===== src/rtl/alu_seq.sv =====
// alu_seq: multi-cycle sequencer that drives a combinational 16-bit ALU.
// Shift-by-N is built from repeated single-bit ALU shifts. MUL (low 16 bits)
// is built from shift-and-add steps, and it exits early once no multiplier
// bits remain. The sequencer owns the ALU a/b/control inputs while busy.
module alu_seq #(
    parameter int WIDTH = 16
) (
    input  logic             clk,
    input  logic             rst_n,
    input  logic             start,
    input  logic [1:0]       op,
    input  logic [WIDTH-1:0] opa,
    input  logic [WIDTH-1:0] opb,
    output logic             ready,
    output logic             done,
    output logic [WIDTH-1:0] result,
    output logic             zero,
    output logic             sign,
    output logic [WIDTH-1:0] alu_a,
    output logic [WIDTH-1:0] alu_b,
    output logic [3:0]       alu_control,
    input  logic [WIDTH-1:0] alu_y
);

    localparam logic [1:0] OP_SHL = 2'd0;
    localparam logic [1:0] OP_SHR = 2'd1;
    localparam logic [1:0] OP_MUL = 2'd3;

    localparam logic [3:0] ALU_ADD = 4'd0;
    localparam logic [3:0] ALU_SHL = 4'd6;
    localparam logic [3:0] ALU_SHR = 4'd7;
    localparam logic [3:0] ALU_SAR = 4'd8;

    typedef enum logic [2:0] {
        S_IDLE,
        S_SHIFT,
        S_MADD,
        S_MSHL,
        S_DONE
    } state_t;

    state_t           r_state;
    state_t           w_state_next;

    logic [1:0]       r_op;
    logic [WIDTH-1:0] r_work;
    logic [3:0]       r_cnt;
    logic [WIDTH-1:0] r_acc;
    logic [WIDTH-1:0] r_mcand;
    logic [WIDTH-1:0] r_mplier;
    logic [WIDTH-1:0] r_result;

    logic [WIDTH-1:0] w_alu_a;
    logic [WIDTH-1:0] w_alu_b;
    logic [3:0]       w_alu_control;
    logic [3:0]       w_shift_code;
    logic             w_ready;
    logic             w_done;
    logic [WIDTH-1:0] w_mplier_shr;

    assign w_mplier_shr = r_mplier >> 1;

    // Map the latched shift op onto the matching single-bit ALU opcode.
    always_comb begin
        w_shift_code = ALU_SAR;
        case (r_op)
            OP_SHL:  w_shift_code = ALU_SHL;
            OP_SHR:  w_shift_code = ALU_SHR;
            default: w_shift_code = ALU_SAR;
        endcase
    end

    // State register; reset aborts any operation in flight.
    always_ff @(posedge clk or negedge rst_n) begin
        if (!rst_n) begin
            r_state <= S_IDLE;
        end else begin
            r_state <= w_state_next;
        end
    end

    // Next-state and ALU drive; the ALU sees zeros whenever it is not in use.
    always_comb begin
        w_state_next  = r_state;
        w_alu_a       = '0;
        w_alu_b       = '0;
        w_alu_control = ALU_ADD;
        w_ready       = 1'b0;
        w_done        = 1'b0;
        case (r_state)
            S_IDLE: begin
                w_ready = 1'b1;
                if (start) begin
                    w_state_next = (op == OP_MUL) ? S_MADD : S_SHIFT;
                end
            end
            S_SHIFT: begin
                if (r_cnt != 4'd0) begin
                    w_alu_a       = r_work;
                    w_alu_control = w_shift_code;
                    if (r_cnt == 4'd1) begin
                        w_state_next = S_DONE;
                    end
                end else begin
                    // A zero count passes the operand straight through.
                    w_state_next = S_DONE;
                end
            end
            S_MADD: begin
                w_alu_a       = r_acc;
                w_alu_b       = r_mcand;
                w_alu_control = ALU_ADD;
                w_state_next  = S_MSHL;
            end
            S_MSHL: begin
                w_alu_a       = r_mcand;
                w_alu_control = ALU_SHL;
                // Stop as soon as no multiplier bits are left to consume.
                w_state_next  = (w_mplier_shr == '0) ? S_DONE : S_MADD;
            end
            S_DONE: begin
                w_done       = 1'b1;
                w_state_next = S_IDLE;
            end
            default: begin
                w_state_next = S_IDLE;
            end
        endcase
    end

    // Datapath registers: operand capture at accept, then ALU write-back per step.
    always_ff @(posedge clk or negedge rst_n) begin
        if (!rst_n) begin
            r_op     <= '0;
            r_work   <= '0;
            r_cnt    <= '0;
            r_acc    <= '0;
            r_mcand  <= '0;
            r_mplier <= '0;
            r_result <= '0;
        end else begin
            case (r_state)
                S_IDLE: begin
                    if (start) begin
                        r_op <= op;
                        if (op == OP_MUL) begin
                            r_acc    <= '0;
                            r_mcand  <= opa;
                            r_mplier <= opb;
                        end else begin
                            r_work <= opa;
                            r_cnt  <= opb[3:0];
                        end
                    end
                end
                S_SHIFT: begin
                    if (r_cnt == 4'd0) begin
                        r_result <= r_work;
                    end else begin
                        r_work <= alu_y;
                        r_cnt  <= r_cnt - 4'd1;
                        if (r_cnt == 4'd1) begin
                            r_result <= alu_y;
                        end
                    end
                end
                S_MADD: begin
                    if (r_mplier[0]) begin
                        r_acc <= alu_y;
                    end
                end
                S_MSHL: begin
                    r_mcand  <= alu_y;
                    r_mplier <= w_mplier_shr;
                    if (w_mplier_shr == '0) begin
                        r_result <= r_acc;
                    end
                end
                default: begin
                end
            endcase
        end
    end

    assign ready       = w_ready;
    assign done        = w_done;
    assign result      = r_result;
    assign zero        = (r_result == '0);
    assign sign        = r_result[WIDTH-1];
    assign alu_a       = w_alu_a;
    assign alu_b       = w_alu_b;
    assign alu_control = w_alu_control;

endmodule


===== config.mk =====
export PLATFORM = sky130hd
export DESIGN_NAME = alu_seq
export DESIGN_NICKNAME = d
export VERILOG_FILES = /design/src/rtl/alu_seq.sv
export SDC_FILE = /design/constraint.sdc
export NUM_CORES = 1
export LEC_CHECK = 0
export CAP_MARGIN = 20
export CORE_MARGIN = 3
export CORE_UTILIZATION = 51
export DETAILED_ROUTE_END_ITERATION = 6
export HOLD_SLACK_MARGIN = 0.06
export PLACE_DENSITY = 0.8
export SLEW_MARGIN = 25
export SYNTH_ARGS = -nofsm -noshare
export SYNTH_HDL_FRONTEND = slang
export SYNTH_SLANG_ARGS = --single-unit

===== constraint.sdc =====
create_clock -name clk -period 2.9 [get_ports clk]
set_input_delay 0.29 -clock clk [delete_from_list [all_inputs] [get_ports clk]]
set_output_delay 0.29 -clock clk [all_outputs]
set_load 0.005 [all_outputs]

; ---- Word level (Yosys, flattened, before mapping)
; Index checks and enable logic that the tools add are counted.
[classes]
n_addsub = 1
eq_ne = 15
mux = 36
reduce_logical = 16
[op_table]
columns = cell, n
row1 = $mux 16, 15
row2 = $pmux 16 s2, 5
row3 = $pmux 16 s3, 1
row4 = $logic_not 16->1, 2
row5 = $pmux 4 s2, 3
row6 = $mux 4, 4
row7 = $mux 3, 4
row8 = $ne 2x2->1 const B, 6
row9 = $pmux 3 s4, 1
row10 = $reduce_and 4->1, 2
row11 = $reduce_bool 2->1, 4
row12 = $eq 3x2->1 const B, 2
row13 = $ne 3x3->1 const B, 2
row14 = $reduce_and 3->1, 2
row15 = $eq 4x1->1 const B, 1
row16 = $logic_not 4->1, 1
row17 = $reduce_and 2->1, 2
row18 = $reduce_bool 4->1, 1
row19 = $sub 4x1->4 const B, 1
row20 = $eq 3x1->1 const B, 1
row21 = $eq 3x3->1 const B, 1
row22 = $logic_not 3->1, 1
row23 = $eq 2x1->1 const B, 1
row24 = $eq 2x2->1 const B, 1
row25 = 3 further kinds, 4
[totals]
regBits = 89
in_bits = 53
output_inout_bits = 56
elab_cells = 76

; ---- Logic depth before layout (Yosys ltp)
; Gate-level depths: netlist of run 1.
[depth]
word_depth = 4
depth_mapped = 8
depth_no_buf = 6

; ---- Least setup slack after synthesis of run 1
; Ideal clock, no wire load.
[synth_path]
path_kind = flip-flop to flip-flop
startpoint = reg r_cnt[0]
endpoint = reg r_result[10], in the netlist result[10]
arrival_ns = 2.111
slack_ns = 0.664
stages_incl_launch_ff = 9
n_path_buf = 2
synth_period_minus_slack_ns = 2.236
cell_sequence = dfrtp_1 inv_1 ha_1 nor3b_2 buf_4 a211oi_4 a2111oi_4 buf_8 mux2_4
[synth_via]
elab_chain_len = 3
word_cells_on_any_way = 6
cone_classes = 2 x eq/ne / 2 x mux / 2 x reduce/logical
[synth_rtl]
columns = element, line_no
row1 = start: declaration, 47  ; logic [3:0] r_cnt;
row2 = start signal: assignment, 152  ; r_cnt <= opb[3:0];
row3 = start signal: assignment, 161  ; r_cnt <= r_cnt - 4'd1;
row4 = $eq 4x1->1 or $logic_not 4->1 (tied branches), "162, 157"
row5 = $ne 3x3->1 (no line) or $mux 16 (tied branches), --
row6 = $reduce_and 3->1 (no line) or $pmux 16 s2 (tied branches), --
row7 = end signal: assignment, 158  ; r_result <= r_work;
row8 = end signal: assignment, 163  ; r_result <= alu_y;
row9 = end signal: assignment, 176  ; r_result <= r_acc;
row10 = end: declaration, 51  ; logic [WIDTH-1:0] r_result;
; Several ways; a longest one is shown, not always the timed one.
; A chain may end at the register's enable or synchronous reset.

; ---- Final worst setup path of run 1
[layout_path]
startpoint = reg r_state[1]
endpoint = out alu_a[7]
[layout_via]
elab_chain_len = 2
word_cells_on_any_way = 4
cone_classes = 3 x eq/ne / 1 x mux
[layout_rtl]
columns = element, line_no
row1 = start: declaration, 42  ; state_t r_state;
row2 = start signal: assignment, 78  ; r_state <= w_state_next;
row3 = $eq 3x2->1 or $eq 3x1->1 (tied branches), 90  ; case (r_state)
row4 = $pmux 16 s3 (*), 90
row5 = end: declaration, 19  ; output logic [WIDTH-1:0] alu_a,
; Mark *: on every way between the ends. The rest lies on a longest branch, timed or not.

==> results of run 1 <==
==> routing by layer <==
metal	up-vias	routed length, um	GRT usage
met1	2124	5780	0.338
li1	1925	-	-
met4	0	224	0.0881
met2	208	6920	0.432
met3	21	1080	0.0484
met5	-	0	0
==> cells by family (layout without fill, tap and decap cells) <==
group,Yosys count,count (layout),share of synthesized area
DFF,89,89,0.443
and+or+nand+nor,171,171,0.163
adders and majority gates,2,2,0.00498
buffers and inverters,57,166,0.0515
muxes,114,114,0.258
AOI/OAI and AO/OA,52,52,0.0804
==> report_power, final <==
group,switching [mW],internal [mW]
logic,1.69,2.04
registers,0.570,1.86
clock network,0.447,0.398
total,2.71,4.29
==> cells in the mapped netlist (all sizes together) <==
cell type	instances
mux2	96
dfrtp	89
nand2	86
nor2	21
clkbuf	20
inv	20
a21oi	19
mux2i	18
nand3	18
and3	17
buf	17
a222oi	16
nor4	8
o21ai	7
nor3b	6
and2	3
nor3	3
o41ai	3
a2111oi	2
a21boi	2
ha	2
or3	2
or3b	2
a211o	1
a211oi	1
and4	1
nand2b	1
nand3b	1
nand4	1
nand4b	1
o31ai	1
==> final timing paths <==
check | startpoint | end | slack, ps | depth (start not counted)
max in group asynchronous | rst_n | result[15] | 1700 | 3
worst max register to register | r_cnt[0] | r_work[11] | 460 | 7
worst min-delay path | r_acc[4] | r_acc[4] | 500 | 2
min in group asynchronous | rst_n | result[14] | 530 | 2
worst min register to register | r_acc[4] | r_acc[4] | 500 | 2
worst max-delay path | r_state[1] | alu_a[7] | 80 | 7
==> worst register-to-register path: cells and delay by family (launching register included) <==
family                   cells  cell delay [ps]
flip-flops                   1              430
AND/OR/NAND/NOR              2              640
multiplexers                 2              680
adder cells (fa/ha/maj)      1              200
buffers and inverters        2              380
==> state kept, by name (all words and copies together), names as in the netlist <==
name      count
r_acc        16
r_cnt         4
r_op          2
r_mcand      16
r_mplier     16
r_work       16
r_state       3
result       16
==> cell type report <==
class | count | area [um^2] | area share
Clock inverter | 6 | 68.8 | 0.0106
Inverter | 20 | 75.1 | 0.0115
Sequential cell | 89 | 2230 | 0.342
Tap cell | 129 | 161 | 0.0248
Clock buffer | 9 | 124 | 0.0190
Timing Repair Buffer | 131 | 1290 | 0.198
Multi-Input combinational cell | 339 | 2570 | 0.394
==> repair_timing <==
item	in CTS	in global routing
pin swaps	1	0
hold endpoints to repair	56	0
setup endpoints to repair	14	1
setup buffers	2	0
gates resized for setup	0	1
hold buffers	1	0
==> impl_metrics.yaml, run 1 <==
status:
  status: "complete, no violations"
route:
  routed_wl_um: 14000
  dr.pass1.iters: 7
  wl_per_cell_um: 19.4
  avgViaCountPerCell: 5.92
  vias: 4278
  drt_iter0_drc: 352
  drc_errors: 0
  postRouteAntennaNets: 0
yosys:
  synthTopCellsByArea: "dfrtp_1 (44%), mux2_2 (19%), nand2_1 (6.4%), mux2i_1 (3.6%), a222oi_1 (3.2%)"
  avgSynthCellArea_um2: 10.4
  synth_nets: 540
  synthCells: 485
  yosys.area.top_type: "dfrtp_1"
  synth.yosys.seq_area_share: 0.443
  yosysWarningCount: 0
  ys_types: 41
  synth-seq-cells: 89
  synth_top_area_share: 0.443
  synth_area_mm2: 0.00503
place:
  dpl_cell_area_mm2: 0.00629
  dp_cells: 705
  io_buffers: 108
  place_ws_ps: 399
  dp_hpwl_um: 9720
  gp_congestion: 0.883
critical_path:
  cpMaxStageDelayCell: "clkdlybuf4s50_1"
  cp.buffers_inverters: 4
  crit_family: "buffers and inverters"
  startpoint_type: "flip-flop"
  max_stage_delay_ps: 500
  cp.arrival_ps: 2530
  endpoint_kind: "output port"
  crit_required_ps: 2610
  cp_max_fo: 17
  crit_chain: "buf_4, or3b_1, nor2_1, buf_4, a222oi_1, inv_1, clkdlybuf4s50_1"
  critPathMostFrequentCell: "buf_4"
  crit_type: "flip-flop to output port"
layout:
  layout_commonest_cell: "clkdlybuf4s50_1"
  final_cell_mix: "clkdlybuf4s50_1 (107), dfrtp_1 (89), mux2_2 (87), nand2_1 (86), nor2_1 (21)"
  area_delta_synth_final_pct: 29.6
  design_area_mm2: 0.00652
  diodes: 0
  final_cell_count_no_fill: 723
  layout.nets: 645
  fill_cells: 712
  drive_gt1_frac: 0.242
  post-route-util: 0.692
global_route:
  grt_max_degree: 58
  grt_first_pass_wirelength_um: 22900
  grt.overflow.total: 0
  grt_usage: 0.259
  antenna_found_initial: 0
  grt_pass1_vias: 4467
clock_network:
  root_buffer: "clkbuf_8"
  clock_latency_ps: 360
  cts_htree_levels: 3
  cts_tree: "yes"
  cts_buffer_depth: 2
  numCtsBuffers: 9
  clock-sinks: 89
  clk_pin_slew_ps: 90
timing:
  worstMarginPinSlew_ps: 745
  worst_slack_ps: 76.7
  tns_ps: 0
  fmax_mhz: 354
  relSlewSlack: 0.503
  finClkSkew_ps: 8.69
  fin_crit_sh: 0.974
  drv_slew: 0
  finalHoldViolations: 0
  fin_crit_ps: 2820
  rsz0062_at_grt: "no"
  setup_violations: 0
  fin_hold_ws_ps: 505
power:
  p_leak_nw: 3.03
  finalPower_mw: 7.00
  power_density_mw_per_mm2: 1070
  irDropWorstVdd_mv: 0.553
floorplan:
  ioPinCount: 109
  start_util: 0.534
  rows: 35
  dieWidth_um: 105
  fp.dieH_um: 105
  core-area_mm2: 0.00942
  fp.dieArea_mm2: 0.0111
flow_run:
  drv_cap: 0
min_path:
  hold_path_class: "flip-flop to flip-flop"
(Power assumes the default switching activity.)
==> run 2, diff against run 1 <==
Settings changed: CORE_MARGIN 3 to not set, CORE_UTILIZATION 51 to 30, PLACE_DENSITY 0.8 to 0.56.
==> run 2 against run 1 <==
Effect of this change: critical path depth up 1; sequential power about the same; combinational power up 2%; die area up 56%; cell count up 12%; largest cell class unchanged.
==> impl_metrics.yaml, run 2 (synthesis gave the netlist of run 1 again) <==
status:
  status: "complete, no violations"
layout:
  layout.nets: 647
  diodes: 0
  regArea_mm2: 0.00223
  final_cell_mix: "clkdlybuf4s50_1 (106), dfrtp_1 (89), mux2_2 (87), nand2_1 (86), buf_4 (22)"
  layout_commonest_cell: "clkdlybuf4s50_1"
  final_cell_count_no_fill: 813
  drive_gt1_frac: 0.245
  fill_cells: 1583
  area_delta_synth_final_pct: 34.6
  multi_input_area_mm2: 0.00258
min_path:
  hold_path_class: "flip-flop to flip-flop"
  hp-start: "r_acc[10]"
  hold_end: "r_acc[10]"
  holdPathStages: 2
critical_path:
  r2r_end: "r_work[14]"
  critPathMostFrequentCell: "inv_1"
  endpoint_kind: "output port"
  cp_max_fo: 9
  startpoint: "r_cnt[0]"
  crit_chain: "inv_1, ha_2, nor3b_4, nor2_1, buf_4, a222oi_1, inv_1, clkdlybuf4s50_1"
  startpoint_type: "flip-flop"
  reg2reg_from: "r_cnt[0]"
  reg2reg_depth: 7
  r2r_slack_ps: 430
  max_stage_delay_ps: 460
  crit_type: "flip-flop to output port"
  crit_required_ps: 2610
  cp.arrival_ps: 2460
  cpMaxStageDelayCell: "clkdlybuf4s50_1"
global_route:
  grt_max_degree: 51
  grt.overflow.total: 0
  grt_first_pass_wirelength_um: 23500
  antenna_found_initial: 0
  grt_pass1_vias: 4209
  grt_usage: 0.175
timing:
  fmax_mhz: 364
  finalHoldViolations: 0
  setup_violations: 0
  relSlewSlack: 0.542
  tns_ps: 0
  drv_slew: 0
  rsz0062_at_grt: "no"
  worstMarginPinSlew_ps: 687
  finClkSkew_ps: 8.10
  fin_crit_ps: 2750
  fin_crit_sh: 0.947
power:
  power_density_mw_per_mm2: 1090
  irDropWorstVdd_mv: 0.472
  p_leak_nw: 3.11
clock_network:
  post-cts-setup-buffers: 0
  cts_htree_levels: 3
  root_buffer: "clkbuf_16"
  clock-sinks: 89
  cts_buffer_depth: 2
  clock_latency_ps: 340
  numCtsBuffers: 9
  clk_pin_slew_ps: 60
  cts_tree: "yes"
route:
  avgViaCountPerCell: 5.06
  postRouteAntennaNets: 0
  wl_per_cell_um: 18.1
  routed_wl_um: 14700
  drc_errors: 0
  vias: 4112
  dr.pass1.iters: 6
  drt_iter0_drc: 362
place:
  dp_cells: 796
  dp_hpwl_um: 10400
  gp_congestion: 0.777
  io_buffers: 108
floorplan:
  dieWidth_um: 131
  start_util: 0.312
  core-area_mm2: 0.0161
  fp.dieArea_mm2: 0.0173
  fp.dieH_um: 131
  ioPinCount: 109
  rows: 46
flow_run:
  drv_cap: 0
==> run 2: changes by cell type in the layout (fill, tap and decap cells not counted), moves of 2 or more <==
cell	before	now
clkbuf_1	0	2
clkbuf_8	9	3
buf_4	20	22
clkbuf_16	0	9
clkinv_4	2	0
==> run 2: cell type report <==
cell class,instances,area share
clock buffers,14,0.0405
clock inverters,2,0.00518
inverters,20,0.0111
multi-input cells,339,0.381
flip-flops and latches,89,0.329
well taps,216,0.0399
repair buffers,133,0.193
==> run 2: per-layer routing <==
layer  track usage  vias to the layer above  routed length [um]
met1         0.233                     2010                6700
met2         0.280                      144                6860
met5             0                        -                   0
met4        0.0724                        0                 318
met3        0.0297                       20                 824
li1              -                     1938                   -
==> run 2: worst max-delay path by stage <==
| stage | to | depth (start not counted) |
|---|---|---|
| global placement | alu_a[1] | 6 |
| CTS | alu_a[5] | 6 |
| detailed placement | alu_a[5] | 6 |
| floorplan | result[10] | 8 |
| global route | alu_a[4] | 8 |
| finish | alu_a[13] | 8 |
==> run 2: critical path, delay by kind of cell, from the launching register on <==
family,cells,cell delay [ps]
buf+inv,4,800
compound gates,1,430
flops,1,420
simple gates,2,270
fa+ha+maj,1,200
==> run 2: timing repair <==
item,CTS,global route
hold buffers,1,0
endpoints found under the setup margin,0,8
endpoints found under the hold margin,49,0
gates resized for setup,0,4
==> run 2: stage by stage <==
step | utilization | setup slack, ps | area [um^2] | hold slack (ps) | total power [mW]
2_1_floorplan | - | 664 | 5030 | -5.59 | 4.59
3_3_place_gp | 0.399 | 481 | 6430 | 372 | 6.09
3_5_place_dp | 0.399 | 417 | 6430 | 378 | 6.20
4_1_cts | 0.419 | 61.2 | 6750 | 504 | 7.44
5_1_grt | 0.420 | 41.0 | 6770 | 526 | 7.88
6_report | 0.420 | 154 | 6770 | 504 | 7.40
==> run 2: power breakdown <==
part / internal [mW] / total [mW] / switching, mW
sequential: 1.86 / 2.40 / 0.538
clock: 0.738 / 1.21 / 0.474
combinational: 2.07 / 3.79 / 1.72
total: 4.67 / 7.40 / 2.73
==> run 3, diff against run 2 <==
Settings changed: ABC_AREA set to 1, ABC_CLOCK_PERIOD_IN_PS set to 2900, CTS_BUF_LIST set to sky130_fd_sc_hd__clkbuf_2 sky130_fd_sc_hd__clkbuf_4 sky130_fd_sc_hd__clkbuf_8.
==> run 3 against run 2 <==
Effect of this change: global-route usage decreased by 0.20 points; critical endpoint is now alu_a[5]; cell count is 26% higher; total power is 8.0% lower; highest routed layer unchanged; sequential share of layout area is 1.1 points higher; register-to-register slack gained 280 ps; via count is 15% higher; largest power group unchanged; core utilization fell by 2.6 points; critical path type unchanged.
==> impl_metrics.yaml, run 3 <==
place:
  io_buffers: 108
  gp_congestion: 0.827
  dp_hpwl_um: 11000
clock_network:
  clock-sinks: 89
  clk_pin_slew_ps: 90
  cts_tree: "yes"
  post-cts-setup-buffers: 0
  cts_htree_levels: 3
  root_buffer: "clkbuf_8"
  numCtsBuffers: 9
  clock_latency_ps: 370
  cts_buffer_depth: 2
timing:
  worstMarginPinSlew_ps: 734
  fin_crit_sh: 0.940
  finalHoldViolations: 0
  relSlewSlack: 0.511
  rsz0062_at_grt: "no"
  tns_ps: 0
  fin_crit_ps: 2720
  drv_slew: 0
  fmax_mhz: 367
  setup_violations: 0
  finClkSkew_ps: 8.98
critical_path:
  reg2reg_from: "r_cnt[3]"
  cpMaxStageDelayCell: "clkdlybuf4s50_1"
  cp.buffers_inverters: 3
  r2r_slack_ps: 710
  critPathMostFrequentCell: "inv_2"
  crit_type: "flip-flop to output port"
  crit_family: "buffers and inverters"
  endpoint_kind: "output port"
  reg2reg_depth: 8
  cp.arrival_ps: 2430
  crit_required_ps: 2610
  cp_max_fo: 33
  crit_chain: "inv_2, nand3_2, inv_2, a22oi_1, o21ai_0, clkdlybuf4s50_1"
  max_stage_delay_ps: 590
  startpoint_type: "flip-flop"
  r2r_end: "r_work[9]"
power:
  finalPower_mw: 6.81
  irDropWorstVdd_mv: 0.403
  power_density_mw_per_mm2: 1040
  p_leak_nw: 3.04
layout:
  diodes: 0
  area_delta_synth_final_pct: 27.5
  multi_input_area_mm2: 0.00237
  drive_gt1_frac: 0.0842
  final_cell_mix: "nand2_1 (239), clkdlybuf4s50_1 (107), o21ai_0 (105), dfrtp_1 (89), inv_1 (76)"
  layout.nets: 858
  fill_cells: 1792
  layout_commonest_cell: "nand2_1"
  post-route-util: 0.394
  regArea_mm2: 0.00223
global_route:
  antenna_found_initial: 0
  grt_max_degree: 82
  grt_pass1_vias: 4267
  grt.overflow.total: 0
  grt_first_pass_wirelength_um: 23400
  grt_usage: 0.173
min_path:
  holdPathStages: 2
  hold_path_class: "flip-flop to flip-flop"
  hold_end: "r_cnt[1]"
  hp-start: "r_cnt[1]"
yosys:
  synthCells: 717
  synth_ff_type: "dfrtp_1"
  yosys.area.top_type: "dfrtp_1"
  async_reset_ff_frac: 1.00
  yosysMostFrequentCell: "nand2_1"
  synth_top_area_share: 0.433
  synth_edf_count: 0
  synth_nets: 772
  ys_types: 27
  synthTopCellsByArea: "dfrtp_1 (43%), nand2_1 (17%), o21ai_0 (10%), inv_1 (5.6%), nand3_1 (5.2%)"
  synthTopCellsByCount: "nand2_1 (239), o21ai_0 (105), dfrtp_1 (89), inv_1 (76), nand3_1 (53)"
  synth_area_mm2: 0.00514
  avgSynthCellArea_um2: 7.17
  synth-seq-cells: 89
  yosysWarningCount: 0
  synth.yosys.seq_area_share: 0.433
route:
  dr.pass1.iters: 5
  routed_wl_um: 14800
  drt_iter0_drc: 341
  vias: 4709
  postRouteAntennaNets: 0
  avgViaCountPerCell: 4.58
  drc_errors: 0
  wl_per_cell_um: 14.4
floorplan:
  fp.dieH_um: 133
  rows: 47
  core-area_mm2: 0.0166
  dieWidth_um: 133
  fp.dieArea_mm2: 0.0177
  start_util: 0.309
  ioPinCount: 109
status:
  status: "complete, no violations"
flow_run:
  drv_cap: 0
## run 3: changes by cell type after synthesis, sizes merged, moves of 17 or more
cell,delta
o21ai,+129
mux2,-96
a21oi,-17
mux2i,-18
nand2,+163
nand3,+38
inv,+62
and3,-17
## run 3: worst max path at each step
stage                           from          to  slack, ps  cells past startpoint
after CTS                 r_state[2]    alu_a[5]        220                      6
after floorplan             r_cnt[0]  result[11]       1220                     11
after global routing      r_state[2]    alu_a[5]         60                      6
final                     r_state[2]    alu_a[5]        180                      6
after detailed placement  r_state[2]    alu_a[5]        650                      6
after global placement    r_state[2]    alu_a[5]        670                      6
## run 3: layer usage
layer / track usage / up-vias / wire length (um)
li1: - / 2450 / -
met1: 0.247 / 2126 / 7330
met2: 0.261 / 121 / 6580
met3: 0.0414 / 12 / 734
met4: 0.0428 / 0 / 182
met5: 0 / - / 0
## run 3: cells by family (layout without fill, tap and decap cells)
kind of cell | after synthesis | in the layout | synth area share
AO/OA/AOI/OAI | 155 | 155 | 0.175
buffers and inverters | 125 | 216 | 0.105
AND/OR/NAND/NOR | 346 | 346 | 0.282
flip-flops | 89 | 89 | 0.433
adder cells (fa/ha/maj) | 2 | 2 | 0.00487
## run 3: final cells by class
type	instances	share of cell area
Multi-Input combinational cell	503	0.362
Sequential cell	89	0.340
Timing Repair Buffer	118	0.178
Inverter	82	0.0470
Tap cell	220	0.0420
Clock buffer	15	0.0296
Clock inverter	1	0.00115
## run 3: what timing repair did
| action | 4_1_cts | 5_1_grt |
|---|---|---|
| hold endpoints to repair | 53 | 0 |
| hold buffers | 1 | 0 |
| resized for setup | 0 | 0 |
## run 3: tightest hold or removal path, cell delays in order, from the launching register on
cell     delay (ps)
dfrtp_1         350
nand2_1          60
o21ai_2          50
## run 3: metrics by stage
stage / hold slack [ps] / instance area (um^2) / setup WS (ps) / cells
6_report: 489 / 6550 / 175 / 1028
3_3_place_gp: 406 / 6340 / 670 / 1011
2_1_floorplan: -5.59 / 5140 / 1220 / 717
5_1_grt: 508 / 6550 / 60.1 / 1028
4_1_cts: 486 / 6550 / 218 / 1028
3_5_place_dp: 411 / 6340 / 645 / 1011
## run 3: where the power goes
group / switching [mW] / internal, mW
combinational: 2.21 / 1.46
sequential: 0.432 / 1.83
clock: 0.448 / 0.426
